## src/rtl/fp8_add_sequencer.sv

```systemverilog
// ============================================================================
// Module   : fp8_add_sequencer
// Brief    : Operand sequencer and result register wrapping an FP8 E5M2 adder.
// Revision : 1.0 - initial release
// ============================================================================
`default_nettype none

module fp8_add_sequencer #(
   parameter int WIDTH       = 8,
   parameter int COUNT_WIDTH = 8
) (
   input  logic                   clk,
   input  logic                   reset,
   input  logic [WIDTH-1:0]       data_in,
   input  logic                   data_valid,
   input  logic                   subtract_in,
   output logic                   data_ready,
   output logic [WIDTH-1:0]       add_a,
   output logic [WIDTH-1:0]       add_b,
   output logic                   add_subtract,
   input  logic [WIDTH-1:0]       add_result,
   output logic [WIDTH-1:0]       result_out,
   output logic                   result_valid,
   input  logic                   result_ready,
   output logic                   busy,
   output logic [COUNT_WIDTH-1:0] op_count
);

   typedef enum logic [1:0] {
      WAIT_A = 2'd0,
      WAIT_B = 2'd1,
      EXEC   = 2'd2,
      DONE   = 2'd3
   } state_t;

   localparam logic [COUNT_WIDTH-1:0] c_count_one = {{(COUNT_WIDTH-1){1'b0}}, 1'b1};

   state_t                 r_state;
   logic [WIDTH-1:0]       r_a;
   logic [WIDTH-1:0]       r_b;
   logic                   r_subtract;
   logic [WIDTH-1:0]       r_result;
   logic [COUNT_WIDTH-1:0] r_op_count;

   always_ff @(posedge clk) begin
      if (reset) begin
         r_state    <= WAIT_A;
         r_a        <= '0;
         r_b        <= '0;
         r_subtract <= 1'b0;
         r_result   <= '0;
         r_op_count <= '0;
      end else begin
         case (r_state)
            WAIT_A: begin
               if (data_valid) begin
                  r_a     <= data_in;
                  r_state <= WAIT_B;
               end
            end
            WAIT_B: begin
               if (data_valid) begin
                  r_b        <= data_in;
                  r_subtract <= subtract_in;
                  r_state    <= EXEC;
               end
            end
            // Operands have been stable for a full cycle, so the adder output has settled.
            EXEC: begin
               r_result <= add_result;
               r_state  <= DONE;
            end
            DONE: begin
               if (result_ready) begin
                  r_op_count <= r_op_count + c_count_one;
                  r_state    <= WAIT_A;
               end
            end
            default: r_state <= WAIT_A;
         endcase
      end
   end

   // Status flags decode from state only, keeping them free of input-to-output paths.
   assign data_ready   = (r_state == WAIT_A) || (r_state == WAIT_B);
   assign result_valid = (r_state == DONE);
   assign busy         = (r_state == EXEC) || (r_state == DONE);

   assign add_a        = r_a;
   assign add_b        = r_b;
   assign add_subtract = r_subtract;
   assign result_out   = r_result;
   assign op_count     = r_op_count;

endmodule

`default_nettype wire

```

## config.mk

```make
export PLATFORM = sky130hd
export DESIGN_NAME = fp8_add_sequencer
export DESIGN_NICKNAME = d
export VERILOG_FILES = /design/src/rtl/fp8_add_sequencer.sv
export SDC_FILE = /design/constraint.sdc
export NUM_CORES = 1
export LEC_CHECK = 0
export CAP_MARGIN = 20
export CORE_UTILIZATION = 42
export DETAILED_ROUTE_END_ITERATION = 8
export PLACE_DENSITY = 0.85
export SYNTH_ARGS = -nofsm -noshare
export SYNTH_HDL_FRONTEND = slang
export SYNTH_SLANG_ARGS = --single-unit
```

## constraint.sdc

```tcl
create_clock -name clk -period 1.8 [get_ports clk]
set_clock_uncertainty 0.1 [all_clocks]
set_input_delay 0.18 -clock clk [delete_from_list [all_inputs] [get_ports clk]]
set_output_delay 0.18 -clock clk [all_outputs]
set_load 0.02 [all_outputs]
```

==> results.json, run 1 <==
{
  "status": "complete, no violations",
  "num_rows": 20,
  "route.vias.total": 1331,
  "synth_seq_cells": 35,
  "hold_slack_ns": 0.309,
  "peakVddDrop_mv": 0.740,
  "crit_path_start_kind": "flop",
  "root_buffer": "clkbuf_4",
  "path_buf_inv": 1,
  "ant_nets": 0,
  "setup-tns-final_ns": 0,
  "powerDensity_nw_per_um2": 1210,
  "gp_congestion": 0.784,
  "crit_family": "buffers and inverters",
  "clock-sinks": 35,
  "path_cells": "clkdlybuf4s50_1",
  "synth_largest_area_cell": "dfxtp_1",
  "finalCritPeriodShare_pct": 95.6,
  "clock.fmax_ghz": 0.581,
  "drc": 0,
  "finalWirelength_um": 3130,
  "max_stage_delay_ns": 0.65,
  "drive_gt1_share_pct": 11.7,
  "cts_inserted_buffers": 5,
  "synth-warning-count": 0,
  "viasPerCell": 4.99,
  "first_iter_violations": 36,
  "setup_viol": 0,
  "yosysSeqAreaShare_pct": 50.0,
  "crit_fanout": 6,
  "clockBufferDepth": 2,
  "crit_type": "flop to output port",
  "dr.pass1.iters": 4,
  "period_minus_slack_ns": 1.72,
  "place_hpwl_um": 2240,
  "crit_path_start": "op_count[3]",
  "route.detailed.wl_per_inst_um": 11.7,
  "avgSynthCellArea_sq_um": 8.71,
  "hold_violations": 0,
  "htree_levels": 2,
  "syn_inst": 161,
  "start_util_pct": 45.2,
  "die-area_sq_um": 3570,
  "clkTransAtPathRegs_ns": 0.11,
  "area_growth_pct": 50.8,
  "crit_slowest_cell": "clkdlybuf4s50_1",
  "rsz0062_at_grt": "no",
  "hold_path.class": "input port to flop",
  "tightest_slew_ns": 0.286,
  "p_leak_nw": 0.771,
  "synthesis.area_sq_um": 1400,
  "grt_pass1_vias": 1236,
  "end_kind": "output port",
  "port-buffer-count": 56,
  "drv_cap": 0,
  "nets": 249,
  "grt-ovfl-total": 0,
  "diodes": 0,
  "die_h_um": 59.8,
  "r2r_start": "r_state[0]",
  "netlist.area_leader.share_pct": 50.0,
  "setup_ws_ns": 0.0790,
  "grt_max_degree": 26,
  "core-area_sq_um": 3100,
  "pre_cts_ws_ns": -0.00340,
  "dpl_cell_area_sq_um": 2030,
  "grt_first_pass_wirelength_um": 5210,
  "slew_headroom_pct": 80.9,
  "hp-start": "subtract_in",
  "cts_tree": "yes",
  "io_pins": 57,
  "synth_area_leaders": "dfxtp_1 (50%), a21oi_1 (8.9%), nand3_1 (7.5%), nand2_1 (5.9%), mux2i_1 (5.7%)",
  "fin_area_sq_um": 2110,
  "arrival_ns": 1.44,
  "grt_usage_pct": 19.4,
  "antenna_found_initial": 0,
  "drv_slew": 0,
  "fp.dieW_um": 59.8,
  "synthDistinctLibCells": 25,
  "syn_nets": 188,
  "clk_latency_ns": 0.34,
  "cp.required_ns": 1.52
}
## power by group
group | leakage, nW | total (mW) | switching, mW | internal, mW
combinational | 0.441 | 1.01 | 0.553 | 0.457
sequential | 0.286 | 0.976 | 0.0723 | 0.903
clock | 0.0452 | 0.565 | 0.273 | 0.292
## kinds of logic (layout without fill, tap and decap cells)
logic type / after synthesis / in the layout / synth area share [%]
compound gates: 33 / 33 / 12.6
xor+xnor: 2 / 2 / 1.25
fa+ha+maj: 6 / 6 / 5.35
buf+inv: 13 / 75 / 3.66
flops: 35 / 35 / 50.0
mux: 8 / 8 / 5.71
simple gates: 64 / 64 / 21.5
## flip-flops by register name, indices dropped and copies added, names as in the netlist
| register | count |
|---|---|
| add_a | 8 |
| result_out | 8 |
| add_subtract | 1 |
| op_count | 8 |
| add_b | 8 |
| r_state | 2 |
## timing repair
item                                    in CTS  in global routing
setup buffers                                0                  0
hold buffers                                 0                  0
resized for setup                           11                  4
cloned                                       0                  0
endpoints found under the setup margin       3                  2
## routing by layer
layer  global-route usage, %  routed length, um  vias to the layer above
li1                        -                  -                      675
met1                    23.6               1490                      595
met2                    31.1               1370                       57
met3                    7.14                248                        4
met4                    7.31                 17                        0
met5                       0                  0                        -
## cells in the final DEF (no fill, tap or decap), drive strengths merged, types with 4 or more instances in the layout
cell type / netlist / routed
a21oi: 25 / 25
buf: 3 / 9
clkbuf: 6 / 5
clkdlybuf4s50: 0 / 53
dfxtp: 35 / 35
ha: 6 / 6
inv: 4 / 4
mux2i: 8 / 8
nand2: 22 / 22
nand3: 21 / 21
nor2: 11 / 11
o21ai: 4 / 4
or3: 4 / 4
## per-stage QoR
| stage | power (mW) | instances | util [%] |
|---|---|---|---|
| 2_1_floorplan | 1.58 | 161 | - |
| 3_5_place_dp | 2.02 | 259 | 65.6 |
| 4_1_cts | 2.56 | 267 | 67.9 |
| 3_3_place_gp | 2.00 | 259 | 65.6 |
| 5_1_grt | 2.73 | 267 | 68.1 |
| 6_report | 2.55 | 267 | 68.1 |
## cells in the mapped netlist
cell / count
nand4_1: 1
nand4_2: 1
xnor2_1: 1
a21oi_1: 25
inv_1: 4
mux2i_1: 8
xor2_1: 1
ha_1: 6
or4_1: 1
or2_2: 2
or3_1: 3
buf_2: 2
a311oi_1: 1
or2b_1: 1
a21o_1: 1
nor2_1: 11
o21ai_0: 4
clkbuf_1: 6
o31ai_1: 1
or3_2: 1
o21bai_1: 1
dfxtp_1: 35
buf_1: 1
nand3_1: 21
nand2_1: 22
## worst paths after layout
check | end | slack (ns) | cells past startpoint
hold reg to reg | add_b[2] | 0.36 | 2
setup / recovery | op_count[3] | 0.08 | 1
hold / removal | add_subtract | 0.31 | 3
setup reg to reg | op_count[7] | 0.13 | 5
## layout make-up
type / count / area (sq um)
multi-input combinational: 113 / 656
fill: 284 / 988
clock buffer: 5 / 37.5
sequential: 35 / 706
inverter: 4 / 15.0
timing repair buffer: 63 / 602
tap: 44 / 55.1
clock inverter: 3 / 43.8
No activity file was read; power rests on OpenSTA's default activity.
==> run 2, diff against run 1 <==
==> constraint.sdc (replaced) <==
create_clock -name clk -period 1.82 [get_ports clk]
set_clock_uncertainty 0.1 [all_clocks]
set_input_delay 0.182 -clock clk [delete_from_list [all_inputs] [get_ports clk]]
set_output_delay 0.182 -clock clk [all_outputs]
set_load 0.01 [all_outputs]
==> run 2 against run 1 <==
Utilization increased by 0.44 points. First-iteration DRC count increased by 39%. Clock power increased by 2%. Cell area increased by 0.65%. Critical path depth increased by 3. Global-route usage decreased by 1.2 points. Via count decreased by 2.3%. Largest power group is now sequential cells.
==> results.json, run 2 (synthesis results as in run 1) <==
{
  "status": "complete, no violations",
  "clock-sinks": 35,
  "period_minus_slack_ns": 1.68,
  "die_h_um": 59.8,
  "die-area_sq_um": 3570,
  "cts_setup_buffers": 0,
  "powerDensity_nw_per_um2": 1150,
  "hold_buffers": 0,
  "fin_area_sq_um": 2130,
  "ant_nets": 0,
  "viasPerCell": 4.89,
  "final_cell_mix": "clkdlybuf4s50_1 (53), dfxtp_1 (33), a21oi_1 (25), nand2_1 (22), nand3_1 (21)",
  "htree_levels": 2,
  "drive_gt1_share_pct": 10.8,
  "first_iter_violations": 50,
  "crit_type": "flop to output port",
  "slew_headroom_pct": 79.9,
  "grt_first_pass_wirelength_um": 4800,
  "peakVddDrop_mv": 0.817,
  "root_buffer": "clkbuf_4",
  "io_pins": 57,
  "finalWirelength_um": 3060,
  "start_util_pct": 45.2,
  "clock.fmax_ghz": 0.595,
  "clockBufferDepth": 2,
  "p_leak_nw": 0.787,
  "place_hpwl_um": 2100,
  "grt-ovfl-total": 0,
  "dpl.cell_count": 258,
  "port-buffer-count": 56,
  "finalCritPeriodShare_pct": 92.4,
  "diodes": 0,
  "grt_max_degree": 36,
  "tightest_slew_ns": 0.301,
  "clkTransAtPathRegs_ns": 0.10,
  "setup_viol": 0,
  "fill_cells": 280,
  "dr.pass1.iters": 4,
  "grt_pass1_vias": 1097,
  "post_layout_nonfiller_instances": 266,
  "antenna_found_initial": 0,
  "crit_slowest_cell": "dfxtp_4",
  "cp.required_ns": 1.54,
  "dpl_cell_area_sq_um": 2040,
  "cts_tree": "yes",
  "fp.dieW_um": 59.8,
  "end_kind": "output port",
  "cts_inserted_buffers": 5,
  "final_common_cell": "clkdlybuf4s50_1",
  "route.detailed.wl_per_inst_um": 11.5,
  "route.vias.total": 1301,
  "clk_latency_ns": 0.34,
  "gp_congestion": 0.756,
  "rsz0062_at_grt": "no",
  "area_growth_pct": 51.7,
  "grt_usage_pct": 18.2,
  "core-area_sq_um": 3100,
  "nets": 248,
  "max_stage_delay_ns": 0.38,
  "drv_cap": 0,
  "arrival_ns": 1.40,
  "crit_path_start_kind": "flop",
  "num_rows": 20,
  "hold_path.class": "input port to flop",
  "path_cells": "inv_1 > ha_1 > or2_2 > clkbuf_2",
  "drv_slew": 0,
  "hold_violations": 0,
  "crit_fanout": 4,
  "setup-tns-final_ns": 0,
  "drc": 0
}
[run 2: cell types whose count changed in the layout (fill, tap and decap cells not counted)]
| cell | previous run | this run |
|---|---|---|
| buf_12 | 0 | 1 |
| inv_2 | 1 | 0 |
| clkbuf_2 | 0 | 1 |
| dlygate4sd2_1 | 1 | 0 |
| dlymetal6s2s_1 | 0 | 1 |
| buf_4 | 7 | 5 |
| inv_1 | 3 | 4 |
| clkbuf_8 | 0 | 1 |
| clkinv_4 | 1 | 0 |
| buf_2 | 2 | 1 |
[run 2: final timing paths]
check                            startpoint  cells after the start      endpoint  slack, ns
worst max-delay path             r_state[0]                      4    data_ready       0.14
worst min-delay path            subtract_in                      3  add_subtract       0.31
worst max register to register   r_state[1]                      6    r_state[0]       0.18
worst min register to register     add_b[2]                      2      add_b[2]       0.36
[run 2: per-stage QoR]
stage | hold slack, ns | power [mW] | setup slack [ns] | util (%)
after floorplan | 0.229 | 1.46 | 0.285 | -
after global placement | 0.342 | 1.88 | 0.109 | 65.7
after detailed placement | 0.346 | 1.89 | 0.0802 | 65.7
after CTS | 0.298 | 2.47 | 0.00166 | 68.7
after global routing | 0.324 | 2.60 | 0.00855 | 68.6
final | 0.312 | 2.44 | 0.139 | 68.6
[run 2: repair_timing]
item,in CTS,in global routing
pin swaps,0,0
gates cloned,0,0
gates resized for setup,8,5
endpoints found under the setup margin,3,3
[run 2: power breakdown]
part / internal [mW] / switching (mW)
clock network: 0.325 / 0.253
logic: 0.452 / 0.447
registers: 0.893 / 0.0695
total: 1.67 / 0.770
[run 2: area by class of cell]
type                            count  area (sq um)  area share (%)
Timing Repair Buffer               62           611            28.7
Multi-Input combinational cell    113           656            30.8
Tap cell                           44          55.1            2.59
Clock buffer                        6          51.3            2.41
Clock inverter                      2          35.0            1.65
Sequential cell                    35           706            33.2
Inverter                            4          15.0           0.705
[run 2: worst max-delay path: cells and delay by family (launching register included)]
kind | cells | cell delay, ns
buffers and inverters | 2 | 0.21
adders and majority gates | 1 | 0.21
DFF | 1 | 0.38
and+or+nand+nor | 1 | 0.27
[run 2: metal layers]
layer | wire, um | track usage (%) | up-vias
li1 | - | - | 675
met1 | 1440 | 21.8 | 571
met2 | 1330 | 28.7 | 51
met3 | 267 | 8.23 | 4
met4 | 27 | 5.98 | 0
met5 | 0 | 0 | -
==> run 3, diff against run 2 <==
--- a/config.mk
+++ b/config.mk
@@ -6,9 +6,10 @@
 export NUM_CORES = 1
 export LEC_CHECK = 0
 export CAP_MARGIN = 20
-export CORE_UTILIZATION = 42
+export CORE_UTILIZATION = 60
 export DETAILED_ROUTE_END_ITERATION = 8
-export PLACE_DENSITY = 0.85
+export DONT_BUFFER_PORTS = 1
+export PLACE_DENSITY = 0.83
 export SYNTH_ARGS = -nofsm -noshare
 export SYNTH_HDL_FRONTEND = slang
 export SYNTH_SLANG_ARGS = --single-unit
==> run 3 against run 2 <==
Hold slack got worse by 0.29 ns. Utilization increased by 10 points. Cell count decreased by 20%. Wire length increased by 12%. Register-to-register slack got worse by 0.11 ns. First-iteration DRC count decreased by 62%. Cell area decreased by 18%. Highest routed layer unchanged.
==> results.json, run 3 (synthesis results as in run 1) <==
{
  "rsz0062_at_grt": "yes",
  "hp-start": "result_ready",
  "switching_share_pct": 36.1,
  "start_util_pct": 63.4,
  "grt_first_pass_wirelength_um": 5220,
  "path_cells": "inv_1 > ha_2 > buf_4 > or2_2",
  "gp_congestion": 0.767,
  "r2r_start": "r_state[1]",
  "p_leak_nw": 0.628,
  "final_cell_mix": "dfxtp_1 (33), a21oi_1 (25), nand2_1 (22), dlygate4sd3_1 (22), nand3_1 (21)",
  "route.detailed.wl_per_inst_um": 16.0,
  "core-area_sq_um": 2210,
  "die_h_um": 50.4,
  "grt_use_met1_pct": 25.3,
  "setup_viol": 0,
  "drc": 0,
  "die-area_sq_um": 2540,
  "crit_family": "flip-flops",
  "clk_latency_ns": 0.33,
  "crit_fanout": 7,
  "first_iter_violations": 19,
  "met3_usage_pct": 10.0,
  "port-buffer-count": 0,
  "tightest_slew_ns": 0.505,
  "diodes": 0,
  "clkTransAtPathRegs_ns": 0.10,
  "peakVddDrop_mv": 0.925,
  "hold_slack_ns": 0.0177,
  "final_common_cell": "dfxtp_1",
  "dpl.cell_count": 183,
  "route.vias.total": 1281,
  "cts_inserted_buffers": 5,
  "arrival_ns": 1.49,
  "period_minus_slack_ns": 1.77,
  "crit_path_start_kind": "flop",
  "busiest_layer": "met2",
  "grt-ovfl-total": 0,
  "p_sw_uw": 761,
  "crit_type": "flop to output port",
  "worstRegToRegCells": 5,
  "finalCritPeriodShare_pct": 97.5,
  "fin_area_sq_um": 1740,
  "p_int_mw": 1.35,
  "combinationalPowerShare_pct": 32.4,
  "hold-path-cell-count": 2,
  "clockPowerShare_pct": 18.7,
  "place_hpwl_um": 2080,
  "end_kind": "output port",
  "powerDensity_nw_per_um2": 1210,
  "hold_path.class": "input port to flop",
  "dpl_cell_area_sq_um": 1420,
  "drive_gt1_share_pct": 10.2,
  "grt_max_degree": 36,
  "grt_usage_pct": 28.6,
  "num_rows": 17,
  "dr.pass1.iters": 4,
  "post_layout_nonfiller_instances": 214,
  "hold_violations": 0,
  "max_stage_delay_ns": 0.36,
  "area_growth_pct": 24.4,
  "path_buf_inv": 2,
  "sequentialPowerShare_pct": 48.9,
  "htree_levels": 2,
  "finalWirelength_um": 3420,
  "r2r_slack_ns": 0.07,
  "viasPerCell": 5.99,
  "io_pins": 57,
  "crit_slowest_cell": "dfxtp_2",
  "nets": 212,
  "clockBufferDepth": 2,
  "use_met2_pct": 54.2,
  "root_buffer": "clkbuf_4",
  "cp.required_ns": 1.54,
  "drv_cap": 0,
  "fill_cells": 164,
  "cts_tree": "yes",
  "status": "complete, no violations",
  "whs_endpoint": "r_state[0]",
  "slew_headroom_pct": 66.2,
  "r2r_end": "add_b[6]",
  "fp.dieW_um": 50.4,
  "cts_setup_buffers": 0,
  "clock-sinks": 35,
  "clock.fmax_ghz": 0.564,
  "grt_pass1_vias": 1230,
  "drv_slew": 0,
  "antenna_found_initial": 0,
  "ant_nets": 0,
  "utilization_pct": 78.8
}
run 3: cell type report:
class                           count  area, sq um  area share [%]
Sequential cell                    35          706            40.5
Multi-Input combinational cell    113          668            38.3
Timing Repair Buffer               26          270            15.5
Clock buffer                        7         45.0            2.58
Tap cell                           28         35.0            2.01
Inverter                            4         15.0           0.861
Clock inverter                      1         5.00           0.287
run 3: power groups by stage:
stage	logic [mW]	registers, mW	clock network, mW
2_1_floorplan	0.449	1.01	0
3_3_place_gp	0.528	1.02	0
3_5_place_dp	0.562	1.03	0
4_1_cts	0.640	1.02	0.399
5_1_grt	0.759	1.05	0.433
6_report	0.683	1.03	0.394
run 3: metal layers:
layer	part of all wire, %	routed length, um	vias to the layer above
met4	2.5	87	0
li1	-	-	601
met1	36	1230	593
met2	53	1830	79
met5	0	0	-
met3	8.1	278	8
run 3: stage by stage:
stage | TNS, ns | power [mW] | worst slack (ns)
floorplan | 0 | 1.46 | 0.285
global placement | 0 | 1.55 | 0.307
detailed placement | 0 | 1.59 | 0.207
CTS | 0 | 2.06 | 0.00285
global route | -0.0318 | 2.24 | -0.0318
finish | 0 | 2.11 | 0.0463
run 3: timing repair:
| action | in CTS | in global routing |
|---|---|---|
| endpoints found under the setup margin | 2 | 3 |
| endpoints found under the hold margin | 35 | 0 |
| resized for setup | 4 | 3 |
| hold buffers | 22 | 0 |
run 3: worst max-delay path by stage:
stage,start,endpoint,slack (ns),cells past startpoint
final,r_state[1],data_ready,0.05,4
after global routing,r_state[1],data_ready,-0.03,4
after CTS,r_state[0],data_ready,0.003,4
after detailed placement,r_state[0],op_count[7],0.21,4
after global placement,r_state[0],op_count[7],0.31,4
after floorplan,r_state[0],op_count[7],0.28,4
run 3: worst reg2reg max path: stages, from the launching register on:
cell,delay (ns)
dfxtp_2,0.34
inv_1,0.15
ha_4,0.21
nand3_1,0.08
dlygate4sd3_1,0.60
a21oi_1,0.19
